<file path="src/rtl/mem_arbiter.sv">
// Arbitrates one pipelined main memory between I-cache block fills, D-cache block
// fills (round-robin) and D-cache single-word write-through stores (highest priority).
module mem_arbiter #(
  parameter int BLOCK_WORDS = 8
) (
  input  logic                           clk,
  input  logic                           rst_n,
  input  logic                           i_fill_req,
  input  logic [15:0]                    i_fill_addr,
  output logic                           i_fill_we,
  output logic [$clog2(BLOCK_WORDS)-1:0] i_fill_word,
  output logic                           i_fill_done,
  input  logic                           d_fill_req,
  input  logic [15:0]                    d_fill_addr,
  output logic                           d_fill_we,
  output logic [$clog2(BLOCK_WORDS)-1:0] d_fill_word,
  output logic                           d_fill_done,
  output logic [15:0]                    fill_data,
  input  logic                           d_wr_req,
  input  logic [15:0]                    d_wr_addr,
  input  logic [15:0]                    d_wr_data,
  output logic                           d_wr_ack,
  output logic                           mem_en,
  output logic                           mem_wr,
  output logic [15:0]                    mem_addr,
  output logic [15:0]                    mem_data_in,
  input  logic [15:0]                    mem_data_out,
  input  logic                           mem_data_valid,
  output logic                           busy
);
  localparam int              IDXW      = $clog2(BLOCK_WORDS);
  localparam logic [15:0]     BASE_MASK = ~16'(2 * BLOCK_WORDS - 1);
  localparam logic [IDXW-1:0] LAST_WORD = IDXW'(BLOCK_WORDS - 1);

  typedef enum logic [1:0] {S_IDLE, S_FILL, S_WRITE} state_e;
  typedef enum logic [1:0] {OWN_NONE, OWN_I, OWN_D} owner_e;

  state_e          state_q;
  owner_e          owner_q;
  owner_e          last_fill_q;
  logic [IDXW:0]   ic_q;
  logic [IDXW-1:0] rc_q;
  logic [15:0]     base_q;

  logic grant_dcache;
  logic issuing;
  logic fill_valid;

  // D wins a contested fill unless it was the most recent fill owner.
  assign grant_dcache = d_fill_req && (!i_fill_req || last_fill_q == OWN_I);
  // The extra top bit of ic_q sets once every word of the block has been issued.
  assign issuing      = (state_q == S_FILL) && !ic_q[IDXW];
  assign fill_valid   = (state_q == S_FILL) && mem_data_valid;
  assign fill_data    = mem_data_out;
  assign busy         = (state_q != S_IDLE);

  always_ff @(posedge clk or negedge rst_n) begin
    if (!rst_n) begin
      state_q     <= S_IDLE;
      owner_q     <= OWN_NONE;
      last_fill_q <= OWN_I;
      ic_q        <= '0;
      rc_q        <= '0;
      base_q      <= '0;
    end else begin
      // NOTE: non-blocking assignments so every register here sees pre-edge values.
      unique case (state_q)
        S_IDLE: begin
          ic_q <= '0;
          rc_q <= '0;
          if (d_wr_req) begin
            state_q <= S_WRITE;
          end else if (i_fill_req || d_fill_req) begin
            state_q <= S_FILL;
            if (grant_dcache) begin
              owner_q <= OWN_D;
              base_q  <= d_fill_addr & BASE_MASK;
            end else begin
              owner_q <= OWN_I;
              base_q  <= i_fill_addr & BASE_MASK;
            end
          end
        end
        S_FILL: begin
          if (!ic_q[IDXW]) ic_q <= ic_q + 1'b1;
          if (mem_data_valid) begin
            rc_q <= rc_q + 1'b1;
            if (rc_q == LAST_WORD) begin
              state_q     <= S_IDLE;
              last_fill_q <= owner_q;
              owner_q     <= OWN_NONE;
            end
          end
        end
        S_WRITE: state_q <= S_IDLE;
        default: state_q <= S_IDLE;
      endcase
    end
  end

  always_comb begin
    // NOTE: every output gets a default first, so no branch can infer a latch.
    mem_en      = 1'b0;
    mem_wr      = 1'b0;
    mem_addr    = '0;
    mem_data_in = '0;
    d_wr_ack    = 1'b0;
    i_fill_we   = 1'b0;
    i_fill_word = '0;
    i_fill_done = 1'b0;
    d_fill_we   = 1'b0;
    d_fill_word = '0;
    d_fill_done = 1'b0;

    if (issuing) begin
      mem_en   = 1'b1;
      mem_addr = base_q + 16'({ic_q[IDXW-1:0], 1'b0});
    end else if (state_q == S_WRITE) begin
      mem_en      = 1'b1;
      mem_wr      = 1'b1;
      mem_addr    = d_wr_addr;
      mem_data_in = d_wr_data;
      d_wr_ack    = 1'b1;
    end

    if (fill_valid && owner_q == OWN_I) begin
      i_fill_we   = 1'b1;
      i_fill_word = rc_q;
      i_fill_done = (rc_q == LAST_WORD);
    end
    if (fill_valid && owner_q == OWN_D) begin
      d_fill_we   = 1'b1;
      d_fill_word = rc_q;
      d_fill_done = (rc_q == LAST_WORD);
    end
  end

endmodule

</file>
<file path="config.mk">
export PLATFORM = sky130hd
export DESIGN_NAME = mem_arbiter
export DESIGN_NICKNAME = d
export VERILOG_FILES = /design/src/rtl/mem_arbiter.sv
export SDC_FILE = /design/constraint.sdc
export NUM_CORES = 1
export LEC_CHECK = 0
export BUFFER_PORTS_ARGS = -buffer_cell sky130_fd_sc_hd__buf_2
export CORE_ASPECT_RATIO = 1.75
export CORE_MARGIN = 10
export CORE_UTILIZATION = 34
export CTS_CLUSTER_DIAMETER = 100
export DETAILED_ROUTE_END_ITERATION = 16
export GPL_TIMING_DRIVEN = 0
export PLACE_DENSITY = 0.75
export SLEW_MARGIN = 40
export SYNTH_ARGS = -nofsm -noshare
export SYNTH_HDL_FRONTEND = slang
export SYNTH_SLANG_ARGS = --single-unit
</file>
<file path="constraint.sdc">
create_clock -name clk -period 1.6 [get_ports clk]
set_input_delay 0.08 -clock clk [delete_from_list [all_inputs] [get_ports clk]]
set_output_delay 0.08 -clock clk [all_outputs]
set_load 0.02 [all_outputs]
</file>
==> results of run 1 <==
==> synth_stat cells (4+ instances only) <==
cell type	number	area, um^2
dfrtp_1	24	601
and2_1	22	138
nand2_1	21	78.8
nor2_1	20	75.1
a21oi_1	19	95.1
a22o_1	19	166
buf_4	17	128
a21oi_2	5	43.8
buf_2	4	20.0
inv_1	4	15.0
==> worst min path at each step <==
stage | startpoint | endpoint | slack (ns) | depth (start not counted)
after floorplan | rst_n | base_q[10]$_DFFE_PN0P_ | -0.22 | 0
after global placement | rst_n | last_fill_q[1]$_DFFE_PN0P_ | 0.11 | 1
after detailed placement | rst_n | last_fill_q[1]$_DFFE_PN0P_ | 0.11 | 1
after CTS | i_fill_addr[12] | base_q[12]$_DFFE_PN0P_ | 0.03 | 3
after global routing | i_fill_addr[15] | base_q[15]$_DFFE_PN0P_ | 0.04 | 3
final | i_fill_addr[9] | base_q[9]$_DFFE_PN0P_ | 0.04 | 3
==> report_power, final <==
group          switching [mW]  leakage (nW)  internal (mW)  total (mW)
Combinational            1.48          1.21           1.48        2.96
Sequential              0.239         0.298          0.890        1.13
Clock                   0.203        0.0255          0.174       0.377
==> registers in the layout, summed over array words and instances (netlist names) <==
register	cells
base_q	12
rc_q	3
last_fill_q	2
state_q	2
owner_q	2
ic_q	4
==> cell families (layout without fill, tap and decap cells) <==
logic type	after synthesis	after routing	share of synthesized area, %
xor+xnor	1	1	0.530
buf+inv	32	173	12.3
other cells	0	1	0
compound gates	50	50	21.0
simple gates	78	79	23.3
fa+ha+maj	3	3	2.27
flops	25	25	37.9
mux	4	4	2.65
==> per-layer routing <==
layer | part of all wire (%) | vias to the layer above | GRT usage (%)
li1 | - | 926 | -
met3 | 7.5 | 10 | 4.94
met2 | 57 | 83 | 26.9
met5 | 0 | - | 0
met1 | 33 | 895 | 14.6
met4 | 2.5 | 0 | 5.73
==> what timing repair did <==
item | CTS | global route
resized for setup | 49 | 79
buffers inserted | 9 | 5
hold buffers | 1 | 0
hold endpoints to repair | 24 | 0
gates cloned | 2 | 2
pin swaps | 12 | 11
setup endpoints to repair | 55 | 56
==> critical path, cell delays in order, from the launching register on <==
cell	delay, ns
dfrtp_2	0.48
buf_6	0.14
nor2_4	0.19
buf_6	0.17
and2_1	0.15
buf_4	0.15
==> area by class of cell <==
cell class	instances	share of cell area (%)
Clock inverter	1	0.173
Timing Repair Buffer	139	33.6
Antenna cell	1	0.0864
Multi-Input combinational cell	137	33.0
Sequential cell	25	21.7
Tap cell	52	2.25
Inverter	5	0.735
Clock buffer	3	1.43
Buffer	25	7.04
==> results.md, run 1 <==
- Placed instance area: 0.00233 mm^2
- Slew HR: 61.8%
- Io pins: 148
- Dpl ws: -0.217 ns
- Root Driver: clkbuf_8
- Hpwl dp: 5.11 mm
- Die area: 0.00816 mm^2
- Final Net Count: 425
- Leakage power: 1.53 nW
- R2R cell count: 6
- Final Slew Violations: 0
- Gpl congestion: 0.780
- Register cell area after layout: 629 um^2
- Final non-filler cell total: 388
- RSZ-0062 raised after global routing: true
- Drt pass-1 iters: 4
- Peak supply drop: 1.07 mV
- FF-to-FF Start: state_q[0]$_DFFE_PN0P_
- Syn-to-layout area delta: 75.2%
- CP endpoint: mem_data_in[8]
- Total track usage: 14.8%
- Post-Syn Instances: 193
- Worst slew pin tran: 0.573 ns
- Startpoint types: flop
- Max-cap violations: 0
- Drt initial violations: 30
- Post-Syn Area per Cell: 8.56 um^2
- Port Buffer Count: 123
- Routed WL per cell: 17.7 um
- First-pass GRT wire length: 9.94 mm
- Final Skew: 0.00620 ns
- Post-placement cell count: 368
- Vias: 1,914
- Most common cell after layout, fill and taps aside: buf_2
- Pwr Density: 1540 mW/mm^2
- Max clock buf depth: 2
- Synth unique cells: 32
- DRC errors left: 0
- H-tree levels: 1
- Achievable Freq: 613 MHz
- Final core utilization: 61.5%
- CP arrival: 1.55 ns
- Core area: 0.00471 mm^2
- Total wire length: 6.88 mm
- HP Class: in2reg
- Critical Path End Type: primary output
- CTS sink count: 25
- YS warnings: 0
- Initial antenna violation count: 1
- Mapped Nets: 282
- Clk slew on worst S/H paths: 0.09 ns
- Post-route cell area: 0.00290 mm^2
- Setup violators final: 11
- Status: finished, violations left
- Worst EP required: 1.52 ns
- Main flop type after synthesis: dfrtp_1
- Via density per instance: 4.93
- Final period util: 102%
- Multi-input gate area: 955 um^2
- Minimum clock period: 1.63 ns
- Final hold violations: 0
- Commonest cells after routing, fill and taps aside: buf_2, buf_6, buf_4, dfrtp_1, nand2_1
- Seq cells post-synth: 25
- R2R setup slack: 0 ns
- Mapped cell area: 0.00165 mm^2
- Largest net degree at the start of global routing: 26
- Seq/Total Area, Yosys: 37.9%
- Total power: 4.47 mW
- Overflow after GRT: 0
- FILL cells: 441
- Layout cell share with drive strength beyond 1: 61.2%
- EDFF count, synth: 0
- Antenna-violating nets left: 0
- Worst setup margin: -0.0325 ns
- Max Fanout on Critical Path: 11
- Starting Density: 35.1%
- Failing checks: setup timing
- Async SR Flop Fraction: 100%
- CTS Buf Count: 3
- Row count: 33
- Number of global-route vias before repair: 2,084
- Die Width: 72.7 um
- Worst hold margin: 0.0350 ns
- CP Class: reg2out
- CTS tree: yes
- Die height: 112 um
- Worst-Skew Late Latency: 0.27 ns
- TNS Setup: -0.0957 ns
- FF-to-FF End: base_q[10]$_DFFE_PN0P_
- Critical Path Start: state_q[0]$_DFFE_PN0P_
No activity file was read; power rests on OpenSTA's default activity.
==> run 2, diff against run 1 <==
Settings changed: REMOVE_ABC_BUFFERS set to 1.
==> run 2 against run 1 <==
  * Critical path depth unchanged
  * Critical endpoint is now mem_addr[9]
  * Sequential power about the same
  * The flow still finishes with violations (setup timing)
  * Worst hold slack got worse by 0.0026 ns
  * Utilization decreased by 9.3 points
  * Global-route usage decreased by 1.3 points
  * Setup slack improved by 0.026 ns
==> results.md, run 2 (synthesis results as in run 1) <==
- Status: finished, violations left
- Failing checks: setup timing
- Final period util: 100%
- Routed WL per cell: 17.5 um
- Largest Register: base_q
- Die area: 0.00816 mm^2
- Total track usage: 13.5%
- HP Class: in2reg
- Hpwl dp: 4.77 mm
- Most common cell after layout, fill and taps aside: buf_2
- Worst setup margin: -0.00682 ns
- Vias: 1,694
- Slew HR: 62.6%
- Hold Startpoint: i_fill_addr[14]
- Die Width: 72.7 um
- CP Class: reg2out
- Final Slew Violations: 0
- Drt initial violations: 44
- Syn-to-layout area delta: 48.8%
- Worst-Skew Late Latency: 0.27 ns
- Largest net degree at the start of global routing: 33
- RSZ-0062 raised after global routing: true
- Diode count: 0
- First-pass GRT wire length: 9.01 mm
- Layout cell share with drive strength beyond 1: 51.9%
- Worst slew pin tran: 0.561 ns
- Root Driver: clkbuf_8
- Max Fanout on Critical Path: 5
- Starting Density: 35.1%
- Final Net Count: 383
- Minimum clock period: 1.61 ns
- DRC errors left: 0
- Drt pass-1 iters: 4
- CP arrival: 1.53 ns
- Leakage power: 1.31 nW
- Clk slew on worst S/H paths: 0.09 ns
- TNS Setup: -0.0149 ns
- CTS Buf Count: 3
- Hold path depth: 3
- Startpoint types: flop
- R2R setup slack: 0.08 ns
- Overflow after GRT: 0
- Worst hold margin: 0.0324 ns
- Initial antenna violation count: 0
- Peak supply drop: 1.16 mV
- Largest regs: base_q x12, ic_q x4, rc_q x3
- Number of global-route vias before repair: 1,823
- Max reg flops: 12
- CTS tree: yes
- Core area: 0.00471 mm^2
- Pwr Density: 1660 mW/mm^2
- Antenna-violating nets left: 0
- Row count: 33
- Worst min-delay path endpoint: base_q[14]$_DFFE_PN0P_
- R2R cell count: 5
- Max-cap violations: 0
- Io pins: 148
- Setup violators final: 4
- Final Skew: 0.00778 ns
- Via density per instance: 4.91
- Final hold violations: 0
- Worst EP required: 1.52 ns
- Achievable Freq: 622 MHz
- Die height: 112 um
- FF-to-FF End: base_q[4]$_DFFE_PN0P_
- FILL cells: 465
- Gpl congestion: 0.781
- Max clock buf depth: 2
- Port Buffer Count: 107
- Commonest cells after routing, fill and taps aside: buf_2, and2_1, dfrtp_1, nand2_1
- Total wire length: 6.04 mm
- H-tree levels: 1
- FF-to-FF Start: state_q[1]$_DFFE_PN0P_
- CTS sink count: 25
- Critical Path End Type: primary output
## run 2: changes by cell type in the layout (fill, tap and decap cells not counted), moves of 2 or more
cell | previous run | this run
buf_6 | 36 | 9
buf_4 | 36 | 16
clkbuf_4 | 2 | 0
and2_1 | 15 | 22
buf_12 | 0 | 2
buf_2 | 86 | 91
nand3_2 | 2 | 0
nor3_2 | 2 | 0
nand3_1 | 0 | 2
and2_4 | 7 | 0
## run 2: worst max-delay path, stage by stage, from the launching register on
cell	delay (ns)
dfrtp_2	0.50
nor3b_4	0.24
buf_6	0.15
buf_8	0.11
a22o_1	0.14
buf_6	0.12
## run 2: layer usage
metal	track usage (%)	share of wire, %
met5	3.27	0.40
met3	5.20	7.1
met2	23.5	56
met4	4.20	1.3
met1	14.0	35
## run 2: worst max-delay path by stage
stage	start	endpoint	slack [ns]	cells after the start
after global placement	state_q[1]$_DFFE_PN0P_	ic_q[2]$_DFFE_PN0P_	-1.31	4
final	state_q[1]$_DFFE_PN0P_	mem_addr[9]	-0.007	5
after CTS	state_q[1]$_DFFE_PN0P_	i_fill_word[0]	-0.0006	5
after global routing	state_q[1]$_DFFE_PN0P_	mem_data_in[13]	-0.07	5
after floorplan	state_q[1]$_DFFE_PN0P_	mem_addr[10]	-0.79	3
after detailed placement	state_q[0]$_DFFE_PN0P_	mem_addr[14]	-0.29	5
## run 2: area by class of cell
class                      instances  area [um^2]  share of cell area, %
clock inverter                     1         7.51                  0.305
inverter                           5         21.3                  0.865
clock buffer                       3         41.3                   1.68
timing repair buffer             121          767                   31.2
tap                               52         65.1                   2.65
multi-input combinational        138          927                   37.7
sequential                        25          629                   25.6
## run 2: where the power goes
group	total (mW)	internal, mW	switching (mW)
sequential	1.13	0.890	0.243
clock	0.381	0.176	0.205
combinational	2.58	1.26	1.32
## run 2: through the flow
stage / power, mW / util [%] / setup WS [ns] / cell area, um^2 / cells
floorplan: 2.36 / - / -0.791 / 1470 / 166
finish: 4.09 / 52.2 / -0.00682 / 2460 / 345
detailed placement: 3.11 / 45.0 / -0.286 / 2120 / 328
global placement: 2.99 / 43.9 / -1.31 / 2070 / 325
CTS: 3.72 / 48.2 / -0.000566 / 2270 / 338
global route: 4.40 / 52.2 / -0.0659 / 2460 / 345
## run 2: what timing repair did
item / 4_1_cts / 5_1_grt
gates resized for setup: 17 / 32
cloned: 0 / 3
endpoints found under the hold margin: 24 / 0
buffers inserted: 5 / 4
pin swaps: 2 / 6
setup endpoints to repair: 61 / 53
hold buffers: 1 / 0
